## src/rtl/stopwatch_core.sv

```systemverilog
// stopwatch_core: BCD MM:SS stopwatch with STOP / RUN / ADJ modes.
// The only timebase is the tick_run (1 Hz) and tick_adj (5 Hz) enables.
// Optional feature macro: STOPWATCH_BLINK_EN. When it is defined, the
// selected field blanks to 4'hF on alternate tick_run periods while in ADJ.
module stopwatch_core #(
  parameter int unsigned MIN_LIMIT = 59
) (
  input  logic       clk,
  input  logic       rst,
  input  logic       tick_run,
  input  logic       tick_adj,
  input  logic       pause_btn,
  input  logic       clear_btn,
  input  logic       adj,
  input  logic       sel,
  output logic [3:0] min_tens,
  output logic [3:0] min_ones,
  output logic [3:0] sec_tens,
  output logic [3:0] sec_ones,
  output logic       running,
  output logic       wrap
);

  localparam logic [3:0] MIN_TENS_LIM = 4'(MIN_LIMIT / 10);
  localparam logic [3:0] MIN_ONES_LIM = 4'(MIN_LIMIT % 10);

  typedef enum logic [1:0] {
    STOP = 2'd0,
    RUN  = 2'd1,
    ADJ  = 2'd2
  } state_t;

  state_t     state, state_n;
  logic [3:0] mt_q, mo_q, st_q, so_q;
  logic [3:0] mt_n, mo_n, st_n, so_n;
  logic       wrap_n;

  // incremented seconds / minutes candidates
  logic [3:0] sec_tens_inc, sec_ones_inc;
  logic       sec_carry;
  logic [3:0] min_tens_inc, min_ones_inc;
  logic       min_roll;

  // seconds +1 with 59 -> 00 rollover
  always_comb begin
    sec_tens_inc = st_q;
    sec_ones_inc = so_q + 4'd1;
    sec_carry    = 1'b0;
    if (so_q >= 4'd9) begin
      sec_ones_inc = '0;
      if (st_q >= 4'd5) begin
        sec_tens_inc = '0;
        sec_carry    = 1'b1;
      end else begin
        sec_tens_inc = st_q + 4'd1;
      end
    end
  end

  // minutes +1 with MIN_LIMIT -> 00 rollover
  always_comb begin
    min_tens_inc = mt_q;
    min_ones_inc = mo_q + 4'd1;
    min_roll     = 1'b0;
    if (mt_q == MIN_TENS_LIM && mo_q == MIN_ONES_LIM) begin
      min_tens_inc = '0;
      min_ones_inc = '0;
      min_roll     = 1'b1;
    end else if (mo_q >= 4'd9) begin
      min_ones_inc = '0;
      min_tens_inc = (mt_q >= 4'd9) ? 4'd0 : mt_q + 4'd1;
    end
  end

  // next state and next digit values; clear > adj change > pause > tick
  always_comb begin
    state_n = state;
    mt_n    = mt_q;
    mo_n    = mo_q;
    st_n    = st_q;
    so_n    = so_q;
    wrap_n  = 1'b0;
    if (clear_btn) begin
      state_n = adj ? ADJ : STOP;
      mt_n    = '0;
      mo_n    = '0;
      st_n    = '0;
      so_n    = '0;
    end else if (state != ADJ && adj) begin
      state_n = ADJ;
    end else if (state == ADJ && !adj) begin
      state_n = STOP;
    end else begin
      unique case (state)
        STOP: begin
          if (pause_btn) state_n = RUN;
        end
        RUN: begin
          if (pause_btn) begin
            state_n = STOP;
          end else if (tick_run) begin
            st_n = sec_tens_inc;
            so_n = sec_ones_inc;
            if (sec_carry) begin
              mt_n   = min_tens_inc;
              mo_n   = min_ones_inc;
              wrap_n = min_roll;
            end
          end
        end
        ADJ: begin
          if (tick_adj) begin
            if (sel) begin
              st_n = sec_tens_inc;
              so_n = sec_ones_inc;
            end else begin
              mt_n = min_tens_inc;
              mo_n = min_ones_inc;
            end
          end
        end
        default: state_n = STOP;
      endcase
    end
  end

  // state, stored digits, running and wrap registers
  always_ff @(posedge clk or negedge rst) begin
    if (!rst) begin
      state   <= STOP;
      mt_q    <= '0;
      mo_q    <= '0;
      st_q    <= '0;
      so_q    <= '0;
      running <= 1'b0;
      wrap    <= 1'b0;
    end else begin
      state   <= state_n;
      mt_q    <= mt_n;
      mo_q    <= mo_n;
      st_q    <= st_n;
      so_q    <= so_n;
      running <= (state_n == RUN);
      wrap    <= wrap_n;
    end
  end

`ifdef STOPWATCH_BLINK_EN
  logic blink, blink_n;

  // blink toggles on tick_run only while staying in ADJ
  always_comb begin
    blink_n = 1'b0;
    if (state == ADJ && state_n == ADJ) blink_n = blink ^ tick_run;
  end

  // display registers: blank the selected field from next-cycle values so
  // the outputs stay registered with the same one-clk latency as the digits
  always_ff @(posedge clk or negedge rst) begin
    if (!rst) begin
      blink    <= 1'b0;
      min_tens <= '0;
      min_ones <= '0;
      sec_tens <= '0;
      sec_ones <= '0;
    end else begin
      blink    <= blink_n;
      min_tens <= (blink_n && !sel) ? 4'hF : mt_n;
      min_ones <= (blink_n && !sel) ? 4'hF : mo_n;
      sec_tens <= (blink_n &&  sel) ? 4'hF : st_n;
      sec_ones <= (blink_n &&  sel) ? 4'hF : so_n;
    end
  end
`else
  assign min_tens = mt_q;
  assign min_ones = mo_q;
  assign sec_tens = st_q;
  assign sec_ones = so_q;
`endif

endmodule

```

## config.mk

```make
export PLATFORM = sky130hd
export DESIGN_NAME = stopwatch_core
export DESIGN_NICKNAME = d
export VERILOG_FILES = /design/src/rtl/stopwatch_core.sv
export SDC_FILE = /design/constraint.sdc
export NUM_CORES = 1
export LEC_CHECK = 0
export ABC_AREA = 1
export CAP_MARGIN = 0
export CORE_MARGIN = 2
export CORE_UTILIZATION = 35
export CTS_BUF_LIST = sky130_fd_sc_hd__clkbuf_4
export DETAILED_ROUTE_END_ITERATION = 16
export GPL_TIMING_DRIVEN = 0
export PLACE_DENSITY_LB_ADDON = 0.15
export SLEW_MARGIN = 20
export SYNTH_ARGS = -nofsm -noshare
export SYNTH_HDL_FRONTEND = slang
export SYNTH_SLANG_ARGS = --single-unit
```

## constraint.sdc

```tcl
create_clock -name clk -period 1.75 [get_ports clk]
set_input_delay 0.2625 -clock clk [delete_from_list [all_inputs] [get_ports clk]]
set_output_delay 0.2625 -clock clk [all_outputs]
set_load 0.01 [all_outputs]
```

==> insert_results.sql <==
INSERT INTO impl_metrics (metric_group, metric, value, unit) VALUES
('power_and_ir_drop', 'total_power', '1.45', 'mW'),
('cts', 'tritoncts.num_buffers', '3', ''),
('worst_setup_path', 'crit_required', '1490', 'ps'),
('detailed_routing', 'postRouteWirelength', '3100', 'um'),
('final_layout', 'final_net_count', '250', ''),
('grt', 'global_route.usage.total', '0.150', ''),
('cts', 'cts_tree', 'yes', ''),
('cts', 'cts.path.max_buffers', '2', ''),
('worst_setup_path', 'cp.depth', '1', ''),
('sta', 'grt_setup_unrepaired', 'false', ''),
('worst_setup_path', 'path_class', 'reg -> out', ''),
('worst_setup_path', 'critical-path-slowest-cell', 'sky130_fd_sc_hd__clkdlybuf4s50_1', ''),
('job', 'maxCapViolations', '0', ''),
('grt', 'grt_antenna_before_repair', '0', ''),
('final_layout', 'num-fill-cells', '439', ''),
('final_layout', 'final_layout_size_suffix_gt1_frac', '0.131', ''),
('die', 'core_area', '4030', 'sq um'),
('sta', 'min_period', '1650', 'ps'),
('detailed_routing', 'via_per_inst', '4.70', ''),
('outcome', 'run_status', 'completed', ''),
('grt', 'grt_first_pass_wirelength', '5260', 'um'),
('synthesis', 'syn_area', '1470', 'sq um'),
('synthesis', 'synthDistinctLibCells', '25', ''),
('grt', 'maximum_number_of_pins_on_one_net_before_global_route_repair', '21', ''),
('synthesis', 'syn-num-nets', '218', ''),
('cts', 'clk_tree_root_cell', 'sky130_fd_sc_hd__clkbuf_4', ''),
('sta', 'final.period_utilization', '0.941', ''),
('power_and_ir_drop', 'ir_drop', '0.000386', 'V'),
('sta', 'timing.final.ws_setup', '103', 'ps'),
('synthesis', 'synth.yosys.warnings', '0', ''),
('worst_setup_path', 'critical_path.endpoint_type', 'output pin', ''),
('sta', 'timing.slew.headroom', '0.689', ''),
('cts', 'cts_max_level', '1', ''),
('detailed_routing', 'antenna_left', '0', ''),
('worst_setup_path', 'path_max_fanout', '7', ''),
('detailed_routing', 'detailedRoute.firstPassIterationCount', '5', ''),
('final_layout', 'sequential_cell_area', '503', 'sq um'),
('die', 'boundaryPins', '26', ''),
('die', 'die_x', '68.8', 'um'),
('cts', 'clk-insertion-delay-late', '310', 'ps'),
('sta', 'hold_viol_final', '0', ''),
('sta', 'final_setup_fails', '0', ''),
('worst_setup_path', 'worst-endpoint-arrival', '1380', 'ps'),
('final_layout', 'area_growth_syn_to_layout', '25.1', '%'),
('cts', 'clk_pin_slew', '120', 'ps'),
('final_layout', 'antenna-diode-count', '0', ''),
('die', 'chipHeight', '68.8', 'um'),
('die', 'rows', '23', ''),
('detailed_routing', 'detailroute.via_count', '1311', ''),
('die', 'initial_utilization', '0.365', ''),
('min_path', 'class_of_the_worst_hold_path', 'in -> async', ''),
('sta', 'setup_tns', '0', 'ps'),
('place', 'numPortBuffers', '25', ''),
('worst_setup_path', 'crit_path_cell_trace', 'clkdlybuf4s50_1', ''),
('worst_setup_path', 'cp_top_family', 'buffers and inverters', ''),
('sta', 'max_freq', '607', 'MHz'),
('detailed_routing', 'route.detailed.drc', '0', ''),
('worst_setup_path', 'timing.critical_path.buf_inv', '1', ''),
('sta', 'report.final.slew_viol_count', '0', ''),
('grt', 'grt.overflow.total', '0', ''),
('detailed_routing', 'wl_per_cell', '11.1', 'um'),
('final_layout', 'mostFrequentLayoutCells', 'sky130_fd_sc_hd__nand2_1 (56), sky130_fd_sc_hd__nand3_1 (27), sky130_fd_sc_hd__clkdlybuf4s50_1 (24)', ''),
('final_layout', 'multiInputGateArea', '885', 'sq um'),
('synthesis', 'synthesis.instances', '198', ''),
('synthesis', 'ys_ff_latch', '20', ''),
('detailed_routing', 'initialDrtViolationCount', '56', ''),
('power_and_ir_drop', 'powerDensity', '786', 'nW/um^2'),
('place', 'hpwl', '2350', 'um'),
('power_and_ir_drop', 'total_leakage_power', '0.903', 'nW'),
('place', 'routabilityCongestion', '0.776', ''),
('final_layout', 'final-instance-count-excl-fill', '279', ''),
('synthesis', 'synth_sequential_area_ratio', '0.340', ''),
('place', 'place_worst_setup_slack', '-199', 'ps'),
('worst_setup_path', 'start_kind', 'flop', ''),
('synthesis', 'avgSynthCellArea', '7.43', 'sq um'),
('final_layout', 'layout_commonest_cell', 'sky130_fd_sc_hd__nand2_1', ''),
('place', 'dpl.cell_count', '273', ''),
('sta', 'fin_worst_skew', '4.51', 'ps'),
('cts', 'number_of_clock_sinks', '20', ''),
('grt', 'grt_pass1_vias', '1164', ''),
('worst_setup_path', 'timing.reg2reg.worst_path_depth', '9', ''),
('sta', 'timing_worst_slew_pin_value', '467', 'ps'),
('die', 'die-area', '4740', 'sq um'),
('worst_setup_path', 'slowest_delay', '580', 'ps');
[where the power goes]
group          switching [mW]  internal [mW]
Combinational           0.290          0.286
Clock                   0.150         0.0835
Sequential              0.105          0.531
Total                   0.546          0.900
[layer usage]
layer | part of all wire | GRT usage | up-vias
li1 | - | - | 691
met1 | 0.52 | 0.216 | 591
met2 | 0.43 | 0.228 | 24
met3 | 0.034 | 0.0195 | 5
met4 | 0.016 | 0.0588 | 0
met5 | 0 | 0 | -
[final timing paths]
| path | from | end | slack (ps) |
|---|---|---|---|
| max | min_ones[0] | min_ones[0] | 100 |
| min | rst | sec_ones[1] | 420 |
| max reg2reg | sec_ones[1] | min_tens[2] | 200 |
| min reg2reg | sec_tens[3] | sec_tens[3] | 510 |
| max in group asynchronous | rst | sec_tens[0] | 990 |
| min in group clk | sec_tens[3] | sec_tens[3] | 510 |
[cells by family (layout without fill, tap and decap cells)]
kind of cell    count (synthesis)  after routing  share of synthesized area
xor+xnor                        7              7                     0.0417
simple gates                  123            123                      0.400
flops                          20             20                      0.340
buf+inv                        25             56                     0.0689
fa+ha+maj                      12             12                      0.102
compound gates                 11             11                     0.0468
[registers in the layout, indices dropped and copies added (netlist names)]
| name | count |
|---|---|
| min_ones | 4 |
| min_tens | 4 |
| sec_ones | 4 |
| sec_tens | 4 |
| state | 2 |
| running | 1 |
| wrap | 1 |
[cell type report]
type	instances	area share
clock inverter	1	0.00204
buffer	2	0.00816
multi-input combinational	153	0.481
tap	50	0.0340
inverter	23	0.0469
clock buffer	3	0.0122
sequential	20	0.273
timing repair buffer	27	0.143
[cells in the mapped netlist]
cell	count	area share
sky130_fd_sc_hd__nand3_2	3	0.020
sky130_fd_sc_hd__nor2_8	1	0.014
sky130_fd_sc_hd__nand3b_1	2	0.010
sky130_fd_sc_hd__o21ai_1	5	0.017
sky130_fd_sc_hd__nand3_1	28	0.095
sky130_fd_sc_hd__nand2_1	58	0.15
sky130_fd_sc_hd__a2111oi_0	2	0.012
sky130_fd_sc_hd__nor2_4	3	0.023
sky130_fd_sc_hd__xor2_1	5	0.030
sky130_fd_sc_hd__nor2_2	2	0.0085
sky130_fd_sc_hd__inv_1	19	0.048
sky130_fd_sc_hd__o211ai_1	1	0.0051
sky130_fd_sc_hd__xnor2_1	2	0.012
sky130_fd_sc_hd__o21ai_0	1	0.0034
sky130_fd_sc_hd__a21oi_2	1	0.0060
sky130_fd_sc_hd__nor2_1	18	0.046
sky130_fd_sc_hd__ha_1	12	0.10
sky130_fd_sc_hd__buf_6	1	0.0077
sky130_fd_sc_hd__nand4_2	1	0.0085
sky130_fd_sc_hd__dfrtp_1	20	0.34
sky130_fd_sc_hd__nand2_2	4	0.017
sky130_fd_sc_hd__clkbuf_1	1	0.0025
sky130_fd_sc_hd__a21oi_1	1	0.0034
sky130_fd_sc_hd__inv_2	4	0.010
sky130_fd_sc_hd__nor3_1	3	0.010
[stage by stage]
step	util	hold WS (ps)	instance area, sq um
3_3_place_gp	0.443	495	1780
2_1_floorplan	-	-33.1	1470
3_5_place_dp	0.443	490	1780
4_1_cts	0.450	500	1810
6_report	0.457	419	1840
5_1_grt	0.457	464	1840
[timing repair]
action,CTS,global route
hold buffers,0,1
gates resized for setup,2,4
buffers inserted,0,1
endpoints found under the setup margin,4,8
hold endpoints to repair,0,20
(Power assumes the default switching activity.)
